[src/rtl/flit_sender.sv]
// flit_sender
//   Per-VC flit drain and credit-based link transmitter. Each cycle one
//   eligible VC (head valid, credit available, enable high) is picked by
//   round-robin. The block pulses dequeue for that VC and registers its
//   flit onto the outbound link. One downstream credit counter is kept
//   per VC.
//
// Parameters
//   LOG_NVCS    - log2 of VC count (NVCS = 1 << LOG_NVCS)
//   MAX_CREDITS - downstream buffer depth per VC, reset value of counters
//   CW          - credit counter width, 2^CW > MAX_CREDITS
//
// Ports
//   clock, reset       - clock, async active-low reset
//   enable             - gates new grants; credit returns always accepted
//   flit_in/_valid     - per-VC show-ahead queue heads
//   dequeue            - one-hot pop strobe, combinational in grant cycle
//   flit_tx/_vc/_valid - registered outbound flit, its VC, 1-cycle pulse
//   credit_in/_valid   - returned credit, VC id in low LOG_NVCS bits
//   credits            - per-VC credit counts (debug)
//   error              - sticky credit-overflow flag
//   sent_count         - flits sent (only built with FLIT_SENDER_STATS_EN)
//
// Build option
//   FLIT_SENDER_STATS_EN : when defined, sent_count is a wrapping 16-bit
//   grant counter; otherwise it is tied to 0.

`ifndef FLIT_WIDTH
`define FLIT_WIDTH 32
`endif
`ifndef CREDIT_WIDTH
`define CREDIT_WIDTH 4
`endif

// Per-VC credit counter. dec and inc in the same cycle cancel. An inc at
// MAX_CREDITS with no dec saturates and raises ovf for that cycle.
module flit_sender_credit #(
  parameter int MAX_CREDITS = 4,
  parameter int CW          = 3
) (
  input  logic          clock,
  input  logic          reset,
  input  logic          dec,
  input  logic          inc,
  output logic [CW-1:0] cnt,
  output logic          ovf
);

  logic [CW-1:0] cnt_q, cnt_d;

  always_comb begin
    cnt_d = cnt_q;
    ovf   = 1'b0;
    if (inc && !dec) begin
      if (cnt_q == CW'(MAX_CREDITS)) ovf = 1'b1;
      else                           cnt_d = cnt_q + CW'(1);
    end else if (dec && !inc) begin
      // Never reached with cnt_q == 0: a VC without credit is not eligible.
      cnt_d = cnt_q - CW'(1);
    end
  end

  always_ff @(posedge clock or negedge reset) begin
    if (!reset) cnt_q <= CW'(MAX_CREDITS);
    else        cnt_q <= cnt_d;
  end

  assign cnt = cnt_q;

endmodule

module flit_sender #(
  parameter int LOG_NVCS    = 1,
  parameter int MAX_CREDITS = 4,
  parameter int CW          = 3
) (
  input  logic                              clock,
  input  logic                              reset,
  input  logic                              enable,
  input  logic [(1<<LOG_NVCS)*`FLIT_WIDTH-1:0] flit_in,
  input  logic [(1<<LOG_NVCS)-1:0]          flit_in_valid,
  output logic [(1<<LOG_NVCS)-1:0]          dequeue,
  output logic [`FLIT_WIDTH-1:0]            flit_tx,
  output logic [LOG_NVCS-1:0]               flit_tx_vc,
  output logic                              flit_tx_valid,
  input  logic [`CREDIT_WIDTH-1:0]          credit_in,
  input  logic                              credit_in_valid,
  output logic [(1<<LOG_NVCS)*CW-1:0]       credits,
  output logic                              error,
  output logic [15:0]                       sent_count
);

  localparam int NVCS = 1 << LOG_NVCS;
  localparam int FW   = `FLIT_WIDTH;

  logic [FW-1:0]             flits [NVCS];
  logic [NVCS-1:0][CW-1:0]   cred;
  logic [NVCS-1:0]           eligible;
  logic [NVCS-1:0]           cr_inc;
  logic [NVCS-1:0]           ovf;
  logic [NVCS-1:0]           dequeue_d;
  logic [LOG_NVCS-1:0]       cr_vc;
  logic [LOG_NVCS-1:0]       grant_vc;
  logic [LOG_NVCS-1:0]       cand;
  logic                      grant_any;

  logic [LOG_NVCS-1:0]       last_q, last_d;
  logic [FW-1:0]             flit_tx_q, flit_tx_d;
  logic [LOG_NVCS-1:0]       flit_tx_vc_q, flit_tx_vc_d;
  logic                      flit_tx_valid_q, flit_tx_valid_d;
  logic                      error_q, error_d;

  // Only the VC id bits of a credit token carry meaning here.
  logic [`CREDIT_WIDTH-1:0]  unused_credit;
  assign unused_credit = credit_in;
  assign cr_vc         = credit_in[LOG_NVCS-1:0];

  // Per-VC slicing, eligibility and credit counters.
  for (genvar i = 0; i < NVCS; i++) begin : g_vc
    assign flits[i]    = flit_in[i*FW +: FW];
    assign eligible[i] = enable && flit_in_valid[i] && (cred[i] != '0);
    assign cr_inc[i]   = credit_in_valid && (cr_vc == LOG_NVCS'(i));

    flit_sender_credit #(
      .MAX_CREDITS (MAX_CREDITS),
      .CW          (CW)
    ) u_credit (
      .clock (clock),
      .reset (reset),
      .dec   (dequeue_d[i]),
      .inc   (cr_inc[i]),
      .cnt   (cred[i]),
      .ovf   (ovf[i])
    );
  end

  // Round-robin: scan last+1 .. last+NVCS (mod NVCS), first eligible wins.
  // The final step wraps back to last itself, so a lone requester that
  // just won can win again.
  always_comb begin
    grant_any = 1'b0;
    grant_vc  = last_q;
    cand      = '0;
    for (int k = 1; k <= NVCS; k++) begin
      cand = last_q + LOG_NVCS'(k);
      if (!grant_any && eligible[cand]) begin
        grant_any = 1'b1;
        grant_vc  = cand;
      end
    end
  end

  // dequeue is forced low while reset is asserted so the queues never pop
  // on stale state.
  always_comb begin
    dequeue_d = '0;
    if (reset && grant_any) dequeue_d[grant_vc] = 1'b1;
  end

  assign dequeue = dequeue_d;

  always_comb begin
    last_d          = last_q;
    flit_tx_d       = flit_tx_q;
    flit_tx_vc_d    = flit_tx_vc_q;
    flit_tx_valid_d = grant_any;
    error_d         = error_q | (|ovf);
    if (grant_any) begin
      last_d       = grant_vc;
      flit_tx_d    = flits[grant_vc];
      flit_tx_vc_d = grant_vc;
    end
  end

  always_ff @(posedge clock or negedge reset) begin
    if (!reset) begin
      // NVCS-1 so that VC0 has first priority out of reset.
      last_q          <= LOG_NVCS'(NVCS - 1);
      flit_tx_q       <= '0;
      flit_tx_vc_q    <= '0;
      flit_tx_valid_q <= 1'b0;
      error_q         <= 1'b0;
    end else begin
      last_q          <= last_d;
      flit_tx_q       <= flit_tx_d;
      flit_tx_vc_q    <= flit_tx_vc_d;
      flit_tx_valid_q <= flit_tx_valid_d;
      error_q         <= error_d;
    end
  end

  assign flit_tx       = flit_tx_q;
  assign flit_tx_vc    = flit_tx_vc_q;
  assign flit_tx_valid = flit_tx_valid_q;
  assign error         = error_q;
  assign credits       = cred;

`ifdef FLIT_SENDER_STATS_EN
  logic [15:0] sent_count_q, sent_count_d;

  // Wraps naturally from 0xFFFF to 0; grants already imply enable.
  always_comb begin
    sent_count_d = sent_count_q;
    if (grant_any) sent_count_d = sent_count_q + 16'd1;
  end

  always_ff @(posedge clock or negedge reset) begin
    if (!reset) sent_count_q <= 16'd0;
    else        sent_count_q <= sent_count_d;
  end

  assign sent_count = sent_count_q;
`else
  assign sent_count = 16'd0;
`endif

endmodule

[config.mk]
export PLATFORM = sky130hd
export DESIGN_NAME = flit_sender
export DESIGN_NICKNAME = d
export VERILOG_FILES = /design/src/rtl/flit_sender.sv
export SDC_FILE = /design/constraint.sdc
export NUM_CORES = 1
export LEC_CHECK = 0
export ABC_AREA = 0
export BUFFER_PORTS_ARGS = -buffer_cell sky130_fd_sc_hd__buf_2
export CAP_MARGIN = 20
export CORE_ASPECT_RATIO = 1.25
export CORE_MARGIN = 2
export CORE_UTILIZATION = 42
export CTS_CLUSTER_SIZE = 20
export DETAILED_ROUTE_END_ITERATION = 6
export MAX_ROUTING_LAYER = met4
export PLACE_DENSITY = 0.91
export SETUP_SLACK_MARGIN = 0.4
export SLEW_MARGIN = 0
export SYNTH_ARGS = -nofsm -noshare
export SYNTH_HDL_FRONTEND = slang
export SYNTH_SLANG_ARGS = --single-unit
[constraint.sdc]
create_clock -name clock -period 2.5 [get_ports clock]
set_input_delay 0.5 -clock clock [delete_from_list [all_inputs] [get_ports clock]]
set_output_delay 0.5 -clock clock [all_outputs]
set_load 0.005 [all_outputs]
### Yosys cells after proc, flatten, opt, wreduce, memory -nomap -nowiden

Cells that the tools add are included.

* $add $sub $neg: 5
* magnitude comparators: 5
* equal/unequal tests: 4
* multiplexer cells: 24
* bitwise operators: 3
* reductions and logical operators: 25

Operators by type and width (count)
* 2-to-1 mux 32 bit: 3
* 2-to-1 mux 3 bit: 6
* logical AND 1 bit: 13
* 2-to-1 mux 1 bit: 13
* adder 3 x 1 -> 3 bit (second input constant): 2
* equality test 3 bit (second input constant): 2
* less-than comparator 1 x 2 -> 1 bit (second input constant): 3
* nonzero test 3 bit: 2
* subtractor 3 x 1 -> 3 bit (second input constant): 2
* logical NOT 1 bit: 5
* != test 2 bit (second input constant): 2
* AND reduction 2 bit: 2
* nonzero test 2 bit: 2
* greater-or-equal comparator 2 bit (second input constant): 1
* 2-to-1 mux 2 bit: 1
* NOT 1 -> 2 bit: 1
* OR reduction 2 bit: 1
* adder 1 bit (second input constant): 1
* demux 1 bit (select 1 bit): 1
* greater-or-equal comparator 1 bit (second input constant): 1
* NOT 1 bit: 1
* bitwise OR 1 bit: 1

* bits in registers: 42
* bits of input ports: 74
* word-level logic and storage cells: 73

### Logic depth before layout (Yosys ltp)

* depth in word-level cells: 18
* depth in mapped cells: 7
* mapped depth without buffers: 7

### Modules after synthesis

From an unflattened synthesis, not the netlist that was laid out.

* cell total of the unflattened synthesis: 201
* area, all modules: 2352.3 um2

Modules (own cells, without submodules)
* flit_sender: times used 1, cells each 145, area an instance 1849.3 um2
* flit_sender_credit: times used 2, cells each 28, area an instance 251.5 um2

### Worst setup path before layout

Ideal clock, no wire load.

* kind: register to register
* from: reg g_vc[1].u_credit.cnt_q[0]
* to: reg g_vc[1].u_credit.cnt_q[2]
* setup time: 75 ps
* arrival time: 2129 ps
* setup slack: 296 ps
* cell stages (with the launch flop): 8
* cells stage by stage: dfrtp_1 -> o311ai_4 -> a211oi_4 -> or2_2 -> fa_1 -> and4_1 -> mux2i_1 -> xnor2_1

* longest elaborated chain between the ends: 17

Ends and longest elaborated chain
* start: declaration: RTL line 49 `logic [CW-1:0] cnt_q, cnt_d;`
* start signal: assignment: RTL line 64 `if (!reset) cnt_q <= CW'(MAX_CREDITS);`
* start signal: assignment: RTL line 65 `else cnt_q <= cnt_d;`
* nonzero test 3 bit *: RTL line 121 `assign eligible[i] = enable && flit_in_valid[i] && (cred[i] != '0);`
* logical AND 1 bit *: RTL line 121
* 2-to-1 mux 1 bit (not written as such) (2 in a row): RTL line 146 `if (!grant_any && eligible[cand]) begin`
* 2-to-1 mux 1 bit: RTL line 146
* logical NOT 1 bit: RTL line 146
* logical AND 1 bit: RTL line 146
* 2-to-1 mux 1 bit: RTL line 146
* less-than comparator 1 x 2 -> 1 bit (not written as such) or greater-or-equal comparator 1 bit (tied branches): RTL line 157 `if (reset && grant_any) dequeue_d[grant_vc] = 1'b1;`
* logical AND 1 bit (not written as such): RTL line 157
* 2-to-1 mux 1 bit (not written as such): RTL line 157
* demux 1 bit (select 1 bit): RTL line 157
* 2-to-1 mux 2 bit *: RTL line 157
* via g_vc[1].u_credit.dec: RTL line 43 `input logic dec,`
* logical NOT 1 bit: RTL line 54 `if (inc && !dec) begin`
* logical AND 1 bit: RTL line 54
* != test 2 bit (no line) or nonzero test 2 bit (tied branches)
* AND reduction 2 bit (no line)

The timed path passes the listed nets; every way through them passes the cells marked *. The select of a mux whose other input is x is not followed.
A chain may end at the register's enable or synchronous reset.

### Worst setup path in the final report

* from: reg g_vc[0].u_credit.cnt_q[1]
* to: reg g_vc[1].u_credit.cnt_q[1]

RTL lines (RTL line)
* start: declaration: 49
* start signal: assignment: 64
* start signal: assignment: 65
* nonzero test 3 bit *: 121
* logical AND 1 bit *: 121
* 2-to-1 mux 1 bit (not written as such) (2 in a row): 146
* 2-to-1 mux 1 bit: 146
* logical NOT 1 bit: 146
* logical AND 1 bit: 146
* 2-to-1 mux 1 bit: 146
* less-than comparator 1 x 2 -> 1 bit (not written as such) or greater-or-equal comparator 1 bit (tied branches): 157
* logical AND 1 bit (not written as such): 157
* 2-to-1 mux 1 bit (not written as such): 157
* demux 1 bit (select 1 bit): 157
* 2-to-1 mux 2 bit *: 157
* logical NOT 1 bit *: 54
* logical AND 1 bit *: 54
* 2-to-1 mux 3 bit *: 54
* via g_vc[1].u_credit.cnt_d[1]: 49

Marks and branches as above.

==> summary.txt <==
Layout
  • Number of inserted filler cells in the final layout: 407
  • Commonest cells after routing, fill and taps aside: buf_2, nor2_1, dfrtp_1
  • Share of final-layout standard cells stronger than drive strength 1: 47.0%
  • Synth-to-Final Area Change: 38.1%
  • Antenna cells: 0
  • Final net count: 405
  • Most common cell after layout, fill and taps aside: buf_2

Timing
  • Final critical-path share of the clock period: 84.6%
  • Total Negative Setup Slacks: 0 ns
  • Fmax: 0.473 GHz
  • Number of hold-slack violations in the final timing report: 0
  • Unrepaired setup endpoints after global routing: yes
  • Final setup violation count: 0
  • Slew at the pin closest to its max-slew limit: 0.632 ns
  • Fin. max-slew vios: 0
  • Worst hold slack: 0.317 ns
  • Slew headroom: 57.9%
  • Final critical path time including I/O delays and setup: 2.11 ns
  • Worst clock skew: 0.00366 ns

Synth
  • Synth warn: 0
  • Number of register bits inferred by synthesis: 42
  • Distinct cells, synth: 31
  • Largest area contributor in the netlist: dfrtp_1
  • Largest cells by area after synthesis: dfrtp_1, nor2_1, o22ai_1
  • Per-instance average area after synthesis: 9.82 µm²
  • Number of standard cells after synthesis: 206
  • Register area share after synthesis: 52.2%
  • Netlist Area Pre-Place: 2020 µm²
  • Yosys top cell area share: 48.3%

Floorplanning
  • Core Footprint: 4690 µm²
  • Die Span X: 66.1 µm
  • Die Outline Area: 5390 µm²
  • Num rows: 28
  • Vertical extent of the die: 81.6 µm
  • Initial standard-cell utilization of the core: 43.1%
  • Boundary pin count: 133

Global route
  • Via count of the first global-routing pass: 1583
  • Grt met2 use: 32.6%
  • First-pass GRT wire length: 7.07 mm
  • Maximum number of pins on one net before global-route repair: 43
  • GRT Total Usage: 17.7%
  • Remaining Overflow, GRT: 0
  • Met1 Use GR: 19.0%
  • M3 GR Usage: 3.70%
  • Global-route layer with the greatest usage: met2
  • Number of antenna violations at the first check in global routing: 0

Outcome
  • Result of the run: completed

Pwr
  • Leakage Power: 0.00136 µW
  • Power share of the sequential group: 43.2%
  • Clock group share of total power: 16.1%
  • Total internal power: 1800 µW
  • Maximum vdd drop: 593 µV
  • Switching component of the power: 949 µW
  • Fraction of power consumed by combinational cells: 40.6%
  • Total power divided by cell area: 985 nW/µm²
  • Switching share of power: 34.5%

Detailed routing
  • Overall routed net length: 4.85 mm
  • Post-detailed-route wirelength per cell: 12.4 µm
  • Antenna viol nets, final: 0
  • Number of DRC markers after the initial detailed-route iteration: 49
  • Vias per cell: 4.75
  • Drt pass-1 iters: 4
  • Drt drc: 0
  • Number of vias in the routed layout: 1852

Min path
  • Min-Delay Path Class: input pin to asynchronous set/reset pin

Clocking
  • Clock buffers created by TritonCTS: 5
  • Cell chosen for the clock root: clkbuf_8
  • H-tree depth: 2
  • Sinks on Clock Net: 42
  • CTS tree: done
  • Count of hold-fix buffers inserted at cts: 0
  • Number of buffers on the longest clock path: 2
  • Clock transition at the registers of the reported paths: 0.08 ns
  • Clk Latency, worst-skew pair: 0.29 ns

Setup path
  • CP endpoint kind: flip-flop
  • Crit path max fanout: 4
  • WP data required: 2.67 ns
  • Setup CP Type: flip-flop to flip-flop
  • Critical path launch point type: flip-flop
  • Worst path arrival time: 2.29 ns

Placed design
  • Global placement routability congestion: 0.765
  • Number of buffers inserted by port buffering: 113
  • HPWL Detailed: 3.56 mm

Flow run
  • Max Cap Violations: 0
-- path summary, 6_finish.rpt --
check	endpoint	cells after the start	slack (ns)	from
worst max-delay path	g_vc[1].u_credit.cnt[1]	5	0.39	g_vc[0].u_credit.cnt[1]
worst min-delay path	flit_tx_vc	2	0.32	reset
worst max register to register	g_vc[1].u_credit.cnt[1]	5	0.39	g_vc[0].u_credit.cnt[1]
worst min register to register	error	2	0.50	error
max in group asynchronous	g_vc[1].u_credit.cnt[0]	2	1.81	reset
min in group clock	flit_tx[0]	3	0.42	flit_in[32]
-- repair_timing --
item / CTS / global route
endpoints found under the setup margin: 4 / 22
resized for setup: 3 / 5
gates cloned: 0 / 0
pin swaps: 4 / 3
buffers inserted: 7 / 3
-- registers in the layout, summed over array words and instances, names as in the netlist --
name	cells
flit_tx	32
g_vc.u_credit.cnt	6
last_q	1
error	1
flit_tx_vc	1
flit_tx_valid	1
-- cell families after synthesis --
group	after synthesis	share of synthesized area [%]
AOI/OAI and AO/OA	42	15.5
xor gates and xnor gates	4	1.73
adders and majority gates	2	1.98
buffers and inverters	29	8.73
DFF	42	52.2
muxes	7	3.59
other	1	0.185
and+or+nand+nor	79	16.1
-- worst max-delay path: stages (launching register included) --
cell and delay [ns]:
dfrtp_2 0.43, o311a_4 0.38, a211oi_4 0.31, or2_4 0.18, fa_2 0.42, mux2_4 0.28
-- cells in the mapped netlist --
master	instances
clkbuf_1	9
nand2_1	4
conb_1	1
mux2_1	1
o311a_4	1
dfrtp_1	39
o311ai_0	1
nor3b_1	2
inv_1	2
and4_1	1
nor2b_1	2
a21oi_1	1
mux2i_1	5
o21ai_1	1
a31oi_1	1
o311ai_4	1
nor2_1	66
a211oi_4	1
mux2_2	1
dfstp_2	3
o22ai_1	32
buf_4	18
xnor2_1	4
nand2b_1	1
or3b_2	1
nand3_1	1
a21o_2	1
o21ai_0	1
fa_1	2
or2_2	1
o211ai_1	1
-- per-layer routing --
layer / part of all wire [%] / vias to the layer above / routed length, µm
met1: 39 / 851 / 1870
li1: - / 920 / -
met4: 1.1 / 0 / 51
met5: 0 / - / 0
met3: 6.8 / 6 / 329
met2: 54 / 75 / 2600
-- through the flow --
stage	instances	instance area, µm²	worst slack (ns)	util [%]	total power, µW
2_1_floorplan	221	2080	0.404	-	1750
3_3_place_gp	372	2600	0.333	55.3	2170
3_5_place_dp	372	2600	0.251	55.3	2220
4_1_cts	387	2750	0.373	58.6	2750
5_1_grt	390	2790	0.331	59.5	2970
6_report	390	2790	0.386	59.5	2750
-- cell type report --
type | instances | area, µm² | share of cell area [%]
Multi-Input combinational cell | 150 | 871 | 31.2
Inverter | 2 | 7.51 | 0.269
Tap cell | 60 | 75.1 | 2.69
Timing Repair Buffer | 128 | 684 | 24.5
Clock inverter | 2 | 12.5 | 0.448
Sequential cell | 42 | 1060 | 37.9
Clock buffer | 6 | 82.6 | 2.96
-- power groups by stage --
stage | Clock, µW | Sequential [µW] | Combinational (µW)
floorplan | 0 | 1250 | 503
detailed placement | 0 | 1240 | 987
global placement | 0 | 1220 | 955
global route | 491 | 1220 | 1260
finish | 444 | 1190 | 1120
CTS | 463 | 1190 | 1100
(Power assumes the default switching activity.)
